`config.mk`:
```
export PLATFORM = sky130hd
export DESIGN_NAME = sram_like_bridge
export DESIGN_NICKNAME = d
export VERILOG_FILES = /design/src/rtl/sram_like_bridge.sv
export SDC_FILE = /design/constraint.sdc
export NUM_CORES = 1
export LEC_CHECK = 0
export BUFFER_PORTS_ARGS = -buffer_cell sky130_fd_sc_hd__buf_2
export CAP_MARGIN = 20
export CORE_MARGIN = 2
export CORE_UTILIZATION = 48
export CTS_BUF_LIST = sky130_fd_sc_hd__clkbuf_4 sky130_fd_sc_hd__clkbuf_8 sky130_fd_sc_hd__clkbuf_16
export CTS_CLUSTER_SIZE = 8
export DETAILED_ROUTE_END_ITERATION = 10
export GPL_TIMING_DRIVEN = 0
export PLACE_DENSITY = 0.82
export SYNTH_ARGS = -nofsm -noshare
export SYNTH_HDL_FRONTEND = slang
export SYNTH_SLANG_ARGS = --single-unit
```
`constraint.sdc`:
```
create_clock -name clk -period 2.54 [get_ports clk]
set_clock_uncertainty 0.05 [all_clocks]
set_input_delay 0.762 -clock clk [delete_from_list [all_inputs] [get_ports clk]]
set_output_delay 0.762 -clock clk [all_outputs]
set_load 0.01 [all_outputs]
```
`src/rtl/sram_like_bridge.sv`:
```
// Bridges a stalling in-order core port onto an sram-like bus (addr_ok/data_ok split handshake).
// Latency: min 3 cycles core_en->stall low; backpressure: core_stall holds the core until data_ok retires.
module sram_like_bridge #(
    parameter int ADDR_W = 32,
    parameter int CNT_W  = 32
) (
    input  logic              clk,
    input  logic              resetn,
    input  logic              core_en,
    input  logic [3:0]        core_wen,
    input  logic [1:0]        core_size,
    input  logic [ADDR_W-1:0] core_addr,
    input  logic [31:0]       core_wdata,
    output logic [31:0]       core_rdata,
    output logic              core_stall,
    output logic              bus_req,
    output logic              bus_wr,
    output logic [1:0]        bus_size,
    output logic [ADDR_W-1:0] bus_addr,
    output logic [31:0]       bus_wdata,
    input  logic              bus_addr_ok,
    input  logic              bus_data_ok,
    input  logic [31:0]       bus_rdata,
    output logic [CNT_W-1:0]  stall_cnt
);

    typedef enum logic [1:0] {S_IDLE, S_REQ, S_WAIT, S_DONE} state_t;

    state_t              state_q;
    logic                bus_req_q;
    logic [ADDR_W-1:0]   addr_q;
    logic [3:0]          wen_q;
    logic [31:0]         wdata_q;
    logic [1:0]          size_q;
    logic [31:0]         rdata_q;
    logic [CNT_W-1:0]    cnt_q;
    logic [CNT_W-1:0]    cnt_d;
    logic                is_read;

    // Bus size is resolved once at latch time: writes derive it from the byte lanes.
    function automatic logic [1:0] req_size(input logic [3:0] wen, input logic [1:0] sz);
        case (wen)
            4'b0000:          req_size = sz;
            4'b1111:          req_size = 2'd2;
            4'b0011, 4'b1100: req_size = 2'd1;
            default:          req_size = 2'd0;
        endcase
    endfunction

    assign is_read = (wen_q == 4'b0000);

    always_ff @(posedge clk or negedge resetn) begin
        if (!resetn) begin
            state_q   <= S_IDLE;
            bus_req_q <= 1'b0;
            addr_q    <= '0;
            wen_q     <= '0;
            wdata_q   <= '0;
            size_q    <= '0;
            rdata_q   <= '0;
        end else begin
            case (state_q)
                S_IDLE: begin
                    if (core_en) begin
                        addr_q    <= core_addr;
                        wen_q     <= core_wen;
                        wdata_q   <= core_wdata;
                        size_q    <= req_size(core_wen, core_size);
                        bus_req_q <= 1'b1;
                        state_q   <= S_REQ;
                    end
                end
                S_REQ: begin
                    // data_ok before addr_ok belongs to no request of ours and is dropped.
                    if (bus_addr_ok) begin
                        bus_req_q <= 1'b0;
                        if (bus_data_ok) begin
                            state_q <= S_DONE;
                            if (is_read) rdata_q <= bus_rdata;
                        end else begin
                            state_q <= S_WAIT;
                        end
                    end
                end
                S_WAIT: begin
                    if (bus_data_ok) begin
                        state_q <= S_DONE;
                        if (is_read) rdata_q <= bus_rdata;
                    end
                end
                S_DONE: begin
                    state_q <= S_IDLE;
                end
                default: begin
                    state_q   <= S_IDLE;
                    bus_req_q <= 1'b0;
                end
            endcase
        end
    end

    // Stall must rise in the accepting IDLE cycle itself, so it is decoded rather than registered.
    assign core_stall = resetn && ((state_q == S_REQ) || (state_q == S_WAIT) ||
                                   ((state_q == S_IDLE) && core_en));

    assign cnt_d = (core_stall && (cnt_q != {CNT_W{1'b1}})) ? cnt_q + CNT_W'(1) : cnt_q;

    always_ff @(posedge clk or negedge resetn) begin
        if (!resetn) begin
            cnt_q <= '0;
        end else begin
            cnt_q <= cnt_d;
        end
    end

    assign bus_req    = bus_req_q;
    assign bus_wr     = |wen_q;
    assign bus_size   = size_q;
    assign bus_addr   = addr_q;
    assign bus_wdata  = wdata_q;
    assign core_rdata = rdata_q;
    assign stall_cnt  = cnt_q;

endmodule

```
-- Word-level counts from Yosys, hierarchy flattened
Index checks and enable logic that the tools add are counted.
- input port bits: 107
- flip-flop bits (word level): 137
- multiplexer cells: 13
- eq/ne operators: 10
- reduce and logical (&&, ||, !) cells: 16
- add/subtract/negate cells: 1
- operator list (operator ; number):
    2-to-1 mux 32 bit ; 3
    one-hot mux 32 bit (2 select lines) ; 1
    adder 32 x 1 -> 32 bit, second input constant ; 1
    != test 32 bit, second input constant ; 1
    == test 4 bit, second input constant ; 2
    zero test 4 bit ; 2
    one-hot mux 2 bit (4 select lines) ; 1
    2-to-1 mux 2 bit ; 3
    != test 2 bit, second input constant ; 3
    one-hot mux 2 bit (3 select lines) ; 1
    AND reduction 3 bit ; 2
    == test 2 bit, second input constant ; 2
    == test 4 x 2 -> 1 bit, second input constant ; 1
    AND reduction 2 bit ; 2
    nonzero test 2 bit ; 2
    OR reduction 4 bit ; 1
    logical AND 1 bit ; 3
    2-to-1 mux 1 bit ; 3
    == test 2 x 1 -> 1 bit, second input constant ; 1
    zero test 2 bit ; 1
    logical OR 1 bit ; 2
    one-hot mux 1 bit (2 select lines) ; 1
    OR reduction 2 bit ; 1

-- Longest topological paths before layout
Gate-level depths: netlist of run 1.
- depth after elaboration: 5
- depth in mapped cells: 9
- gate-level depth less buffers: 8

-- Worst setup path after synthesis of run 1
No wires, ideal clock.
- path type: input to output
- from: in core_en
- to: out core_stall
- path slack: 0.360 ns
- stages: 4
- arrival time: 1.368 ns
- path buffers: 1
- cell sequence: and2_1 clkbuf_1 o21ai_1 inv_2
- word-level cells in the longest chain between the ends: 3
- RTL lines (item ; RTL line ; source):
    start, declared ; 9 ; input logic core_en,
    logical AND 1 bit ; 104 ; ((state_q == S_IDLE) && core_en));
    logical OR 1 bit ; 103 ; assign core_stall = resetn && ((state_q == S_REQ) || (state_q == S_WAIT) ||
    logical AND 1 bit ; 103 ;
    end, declared ; 15 ; output logic core_stall,
Every way passes these cells.

-- Worst setup path after layout of run 1
- from: reg state_q[0]
- to: out core_stall
- word-level cells in the longest chain between the ends: 4
- elaborated cells between the ends (all ways): 7
- classes of those cells: eq/ne: 2; reduce/logical: 5
- RTL lines (item ; RTL line ; source):
    start, declared ; 29 ; state_t state_q;
    start signal, assigned ; 54 ; state_q <= S_IDLE;
    start signal, assigned ; 70 ; state_q <= S_REQ;
    start signal, assigned ; 78 ; state_q <= S_DONE;
    == test 2 x 1 -> 1 bit, or another cell as far along ; 103 ;
    logical OR 1 bit / logical AND 1 bit (equally long branches) ; 103, 104 ;
    logical OR 1 bit * ; 103 ;
    logical AND 1 bit * ; 103 ;
Every way passes the cells marked *; elsewhere a longest branch is shown, timed or not.

==> impl_metrics.json, run 1 <==
{
  "cap_violations": 0,
  "p_per_area_nw_per_um2": 1180,
  "synth_top_area_cell": "dfrtp_1",
  "ys_ff_latch": 137,
  "final_cell_mix": "245 x buf_2, 137 x dfrtp_1, 71 x mux2_2, 30 x mux2_4, 27 x xnor2_1",
  "path_class": "reg -> out",
  "slew_headroom_pct": 61.6,
  "synth_flop_cell": "dfrtp_1",
  "layout_worst_path_cycle_share_pct": 97.0,
  "status": "completed",
  "grt-ovfl-total": 0,
  "clk-insertion-delay-late_ns": 0.41,
  "routed_via_density": 5.15,
  "path_max_fanout": 7,
  "netlist_area_um2": 5770,
  "routed_wl_mm": 14.1,
  "grt_max_degree": 39,
  "synth_cell_types": 42,
  "synth_area_leaders": "dfrtp_1 59%, mux2_2 14%, mux2_4 7.8%, xnor2_1 4.1%, nand4_1 1.7%",
  "clkTransAtPathRegs_ns": 0.06,
  "min_path_type": "in -> async",
  "seq_area_frac_synth_pct": 59.4,
  "syn2layout_area_growth_pct": 37.4,
  "row_count": 40,
  "h-tree-depth": 4,
  "fin_nets": 774,
  "wl_per_cell_um": 17.1,
  "grt_pass1_vias": 4410,
  "cts_sinks": 137,
  "layout-drive-gt1-share_pct": 59.7,
  "slew_viol_final": 0,
  "port_buffers": 239,
  "place_congestion": 0.781,
  "yosysWarnings": 0,
  "antenna_found_initial": 0,
  "pin_count": 240,
  "grt_usage_pct": 22.0,
  "syn_area_per_cell_um2": 14.4,
  "clock_path_buffers": 2,
  "synth-edff-count": 0,
  "synthCells": 400,
  "grt_pass1_wl_mm": 22.1,
  "drc": 0,
  "initial_core_util_pct": 48.6,
  "cts_tree": "yes",
  "cp.required_ns": 1.73,
  "diodes": 0,
  "cp-start-kind": "register",
  "setup_viol": 0,
  "synthArstFlopShare_pct": 100,
  "coreArea_um2": 11900,
  "ir_worst_vdd_mv": 0.524,
  "cp-end-kind": "output pin",
  "synth_nets": 512,
  "die_y_um": 114,
  "cts-root-buf": "clkbuf_16",
  "drt_iter0_markers": 239,
  "preCtsSetupSlack_ns": -0.513,
  "numCtsBuffers": 17,
  "num_vias": 4233,
  "setup_slack_ns": 0.0752,
  "die_area_um2": 12900,
  "dr.pass1.iters": 5,
  "max_freq_mhz": 406,
  "crit_arrival_ns": 1.65,
  "layout_commonest_cell": "buf_2",
  "hold_viol": 0,
  "fp.dieW_um": 114,
  "dp_hpwl_mm": 9.97,
  "ant_nets": 0,
  "fin_crit_ns": 2.46,
  "worst_pin_slew_ns": 0.573,
  "p_leak_nw": 4.09,
  "synth_top_area_share_pct": 59.4,
  "total_power_w": 0.00938,
  "hold_buffers": 0
}
## report_power, final
part | switching (W) | leakage (nW) | internal (W)
clock network | 0.000880 | 0.315 | 0.00174
registers | 0.000512 | 1.69 | 0.00308
logic | 0.00146 | 2.08 | 0.00171
## repair_timing
item | CTS | global route
setup buffers | 1 | 1
pin swaps | 0 | 1
setup endpoints to repair | 4 | 1
cloned | 2 | 0
gates resized for setup | 9 | 1
## metrics by stage
step / utilization, % / hold slack [ns] / instance area [um^2] / setup TNS (ns) / cells
2_1_floorplan: - / 0.416 / 5770 / 0 / 400
3_3_place_gp: 60.3 / 0.413 / 7150 / -208.93 / 786
3_5_place_dp: 60.5 / 0.432 / 7180 / -6.38 / 787
4_1_cts: 66.7 / 0.133 / 7920 / 0 / 821
5_1_grt: 66.8 / 0.135 / 7930 / -0.00601 / 822
6_report: 66.8 / 0.139 / 7930 / 0 / 822
## Yosys cell counts (2+ instances only)
master and n:
nand4_2 2, mux2_4 30, a21oi_1 2, buf_6 3, buf_2 7, buf_4 3, nand2_1 19, mux2_1 2
nor3_1 4, a31oi_1 2, nand3_1 14, o21ai_0 3, nor2_1 10, nand4_1 16, xnor2_1 27, and3_1 11
xor2_1 2, mux2_2 71, dfrtp_1 137, ha_1 5, nor4_2 2, and4_1 3, inv_1 6
## flip-flops by register name (all words and copies together), names as in the netlist
| name | flops |
|---|---|
| bus_addr | 32 |
| bus_wdata | 32 |
| core_rdata | 32 |
| stall_cnt | 32 |
| wen_q | 4 |
| bus_size | 2 |
| state_q | 2 |
| bus_req | 1 |
## final timing paths
kind | end | cells after the start | slack [ns] | startpoint
setup / recovery | core_stall | 6 | 0.08 | state_q[0]$_DFFE_PN0P_
hold / removal | state_q[1]$_DFFE_PN0P_ | 1 | 0.14 | resetn
setup reg to reg | stall_cnt[14]$_DFFE_PN0P_ | 7 | 0.54 | state_q[0]$_DFFE_PN0P_
hold reg to reg | stall_cnt[30]$_DFFE_PN0P_ | 1 | 0.44 | stall_cnt[30]$_DFFE_PN0P_
max in group asynchronous | bus_addr[21]$_DFFE_PN0P_ | 2 | 1.74 | resetn
min in group clk | stall_cnt[30]$_DFFE_PN0P_ | 1 | 0.44 | stall_cnt[30]$_DFFE_PN0P_
## critical path, cell delays in order (launching register included)
cell	delay (ns)
dfrtp_1	0.37
inv_2	0.07
ha_2	0.20
and2_4	0.17
o21ai_4	0.21
inv_4	0.08
buf_2	0.15
## layer usage
layer	track usage (%)	vias to the layer above	routed length [um]
met5	0	-	0
met4	8.21	0	234
met3	7.23	17	983
met2	38.0	184	7300
met1	25.6	2085	5570
li1	-	1947	-
## area by class of cell
cell class              instances  area [um^2]
clock buffers                  24          490
repair buffers                244         1330
flip-flops and latches        137         3430
clock inverters                 8          143
fillers                       829         3940
inverters                       7         28.8
well taps                     147          184
multi-input cells             241         2230
plain buffers                  14         95.1
## logic make-up (layout without fill, tap and decap cells)
| group | after synthesis | in the layout | share of synthesized area, % |
|---|---|---|---|
| fa+ha+maj | 5 | 5 | 1.08 |
| buf+inv | 22 | 297 | 2.17 |
| flops | 137 | 137 | 59.4 |
| mux | 104 | 104 | 22.2 |
| xor+xnor | 29 | 29 | 4.40 |
| compound gates | 14 | 14 | 1.65 |
| simple gates | 89 | 89 | 9.02 |
No activity file was read; power rests on OpenSTA's default activity.
==> run 2: changes to the inputs <==
CELL_PAD_IN_SITES_DETAIL_PLACEMENT = 1   (was default)
CELL_PAD_IN_SITES_GLOBAL_PLACEMENT = 1   (was default)
CORE_UTILIZATION = 38   (was 48)
PLACE_DENSITY = 0.83   (was 0.82)
==> run 2 against run 1 <==
  * Power is 2.5% higher
  * Critical path depth is the same
  * Utilization decreased by 13 points
  * Design area rose by 1.1%
  * Largest power group unchanged
==> impl_metrics.json, run 2 (synthesized netlist as in run 1, its figures left out) <==
{
  "reg2reg_from": "state_q[0]$_DFFE_PN0P_",
  "cts_tree": "yes",
  "layout-drive-gt1-share_pct": 60.0,
  "whs_ns": 0.140,
  "hold_viol": 0,
  "rr_worst_depth": 8,
  "p_leak_nw": 4.10,
  "setup_viol": 0,
  "die_y_um": 127,
  "cp.required_ns": 1.73,
  "grt_pass1_vias": 4843,
  "ir_worst_vdd_mv": 0.682,
  "initial_core_util_pct": 38.4,
  "combPwrFrac_pct": 33.9,
  "p_int_w": 0.00660,
  "slew_viol_final": 0,
  "status": "completed",
  "worst-r2r-setup-slack_ns": 0.37,
  "fin_nets": 776,
  "total_power_w": 0.00962,
  "cap_violations": 0,
  "grt_usage_pct": 21.1,
  "grt_pass1_wl_mm": 26.3,
  "drc": 0,
  "layout_worst_path_cycle_share_pct": 96.8,
  "layout_commonest_cell": "buf_2",
  "p_seq_share_pct": 37.4,
  "coreArea_um2": 15000,
  "row_count": 45,
  "dr.pass1.iters": 4,
  "routed_via_density": 4.97,
  "place_congestion": 0.813,
  "p_clk_share_pct": 28.6,
  "grt_max_degree": 37,
  "tns_ns": 0,
  "worst_pin_slew_ns": 0.574,
  "clock_path_buffers": 2,
  "ant_nets": 0,
  "dp_hpwl_mm": 12.1,
  "fin_crit_ns": 2.46,
  "numCtsBuffers": 17,
  "diodes": 0,
  "syn2layout_area_growth_pct": 39.0,
  "antenna_found_initial": 0,
  "h-tree-depth": 4,
  "cp-end-kind": "output pin",
  "fp.dieW_um": 127,
  "drt_iter0_markers": 131,
  "wl_per_cell_um": 19.1,
  "switchingPower_w": 0.00301,
  "min_path_type": "in -> async",
  "final_cell_mix": "245 x buf_2, 137 x dfrtp_1, 71 x mux2_2, 30 x mux2_4, 27 x xnor2_1",
  "port_buffers": 239,
  "cts-root-buf": "clkbuf_16",
  "crit_arrival_ns": 1.65,
  "grt-ovfl-total": 0,
  "die_area_um2": 16200,
  "p_per_area_nw_per_um2": 1200,
  "path_max_fanout": 7,
  "cp-start-kind": "register",
  "r2r_end": "stall_cnt[18]$_DFFE_PN0P_",
  "clkTransAtPathRegs_ns": 0.06,
  "hold_buffers": 0,
  "max_freq_mhz": 407,
  "slew_headroom_pct": 61.5,
  "pin_count": 240,
  "num_vias": 4299,
  "routed_wl_mm": 16.5,
  "path_class": "reg -> out",
  "sw_frac_of_total_pct": 31.3,
  "cts_sinks": 137,
  "clk-insertion-delay-late_ns": 0.42
}
[run 2: worst max path at each step]
stage | start | end | cells past startpoint
after floorplan | core_en | core_stall | 4
after global placement | resetn | core_stall | 4
after detailed placement | resetn | core_stall | 5
after CTS | state_q[0]$_DFFE_PN0P_ | core_stall | 5
after global routing | state_q[0]$_DFFE_PN0P_ | core_stall | 6
final | state_q[0]$_DFFE_PN0P_ | core_stall | 6
[run 2: stage by stage]
step | std cells | cell area (um^2) | utilization (%) | setup slack (ns)
global route | 865 | 8020 | 53.3 | -0.0187
CTS | 862 | 7990 | 53.2 | 0.00273
detailed placement | 828 | 7230 | 48.1 | -0.532
global placement | 827 | 7200 | 47.9 | -2.29
floorplan | 400 | 5770 | - | 0.360
finish | 865 | 8020 | 53.3 | 0.0825
[run 2: critical path: stages (launching register included)]
cell	delay, ns
dfrtp_1	0.36
inv_2	0.07
ha_2	0.20
and2_4	0.18
o21ai_4	0.19
inv_4	0.07
buf_2	0.15
[run 2: power by group through the flow]
stage / sequential (W) / clock (W) / combinational, W
after CTS: 0.00361 / 0.00281 / 0.00330
after global routing: 0.00372 / 0.00290 / 0.00350
after floorplan: 0.00396 / 0 / 0.00141
final: 0.00360 / 0.00275 / 0.00326
after detailed placement: 0.00363 / 0 / 0.00320
after global placement: 0.00353 / 0 / 0.00304
[run 2: layout make-up]
cell class	instances	area, um^2
Clock inverter	12	196
Tap cell	188	235
Inverter	7	28.8
Multi-Input combinational cell	241	2230
Timing Repair Buffer	246	1340
Buffer	14	95.1
Sequential cell	137	3430
Clock buffer	20	460
Fill cell	1607	7020
[run 2: routing by layer]
layer / part of all wire [%] / track usage [%] / up-vias
met5: 0 / 0 / -
li1: - / - / 1950
met2: 54 / 38.2 / 167
met4: 1.9 / 7.11 / 0
met1: 38 / 23.8 / 2157
met3: 6.3 / 5.99 / 25
[run 2: timing repair]
item                                    4_1_cts  5_1_grt
cloned                                        2        0
endpoints found under the setup margin        8        1
setup buffers                                 1        3
pin swaps                                     0        2
resized for setup                             9        2
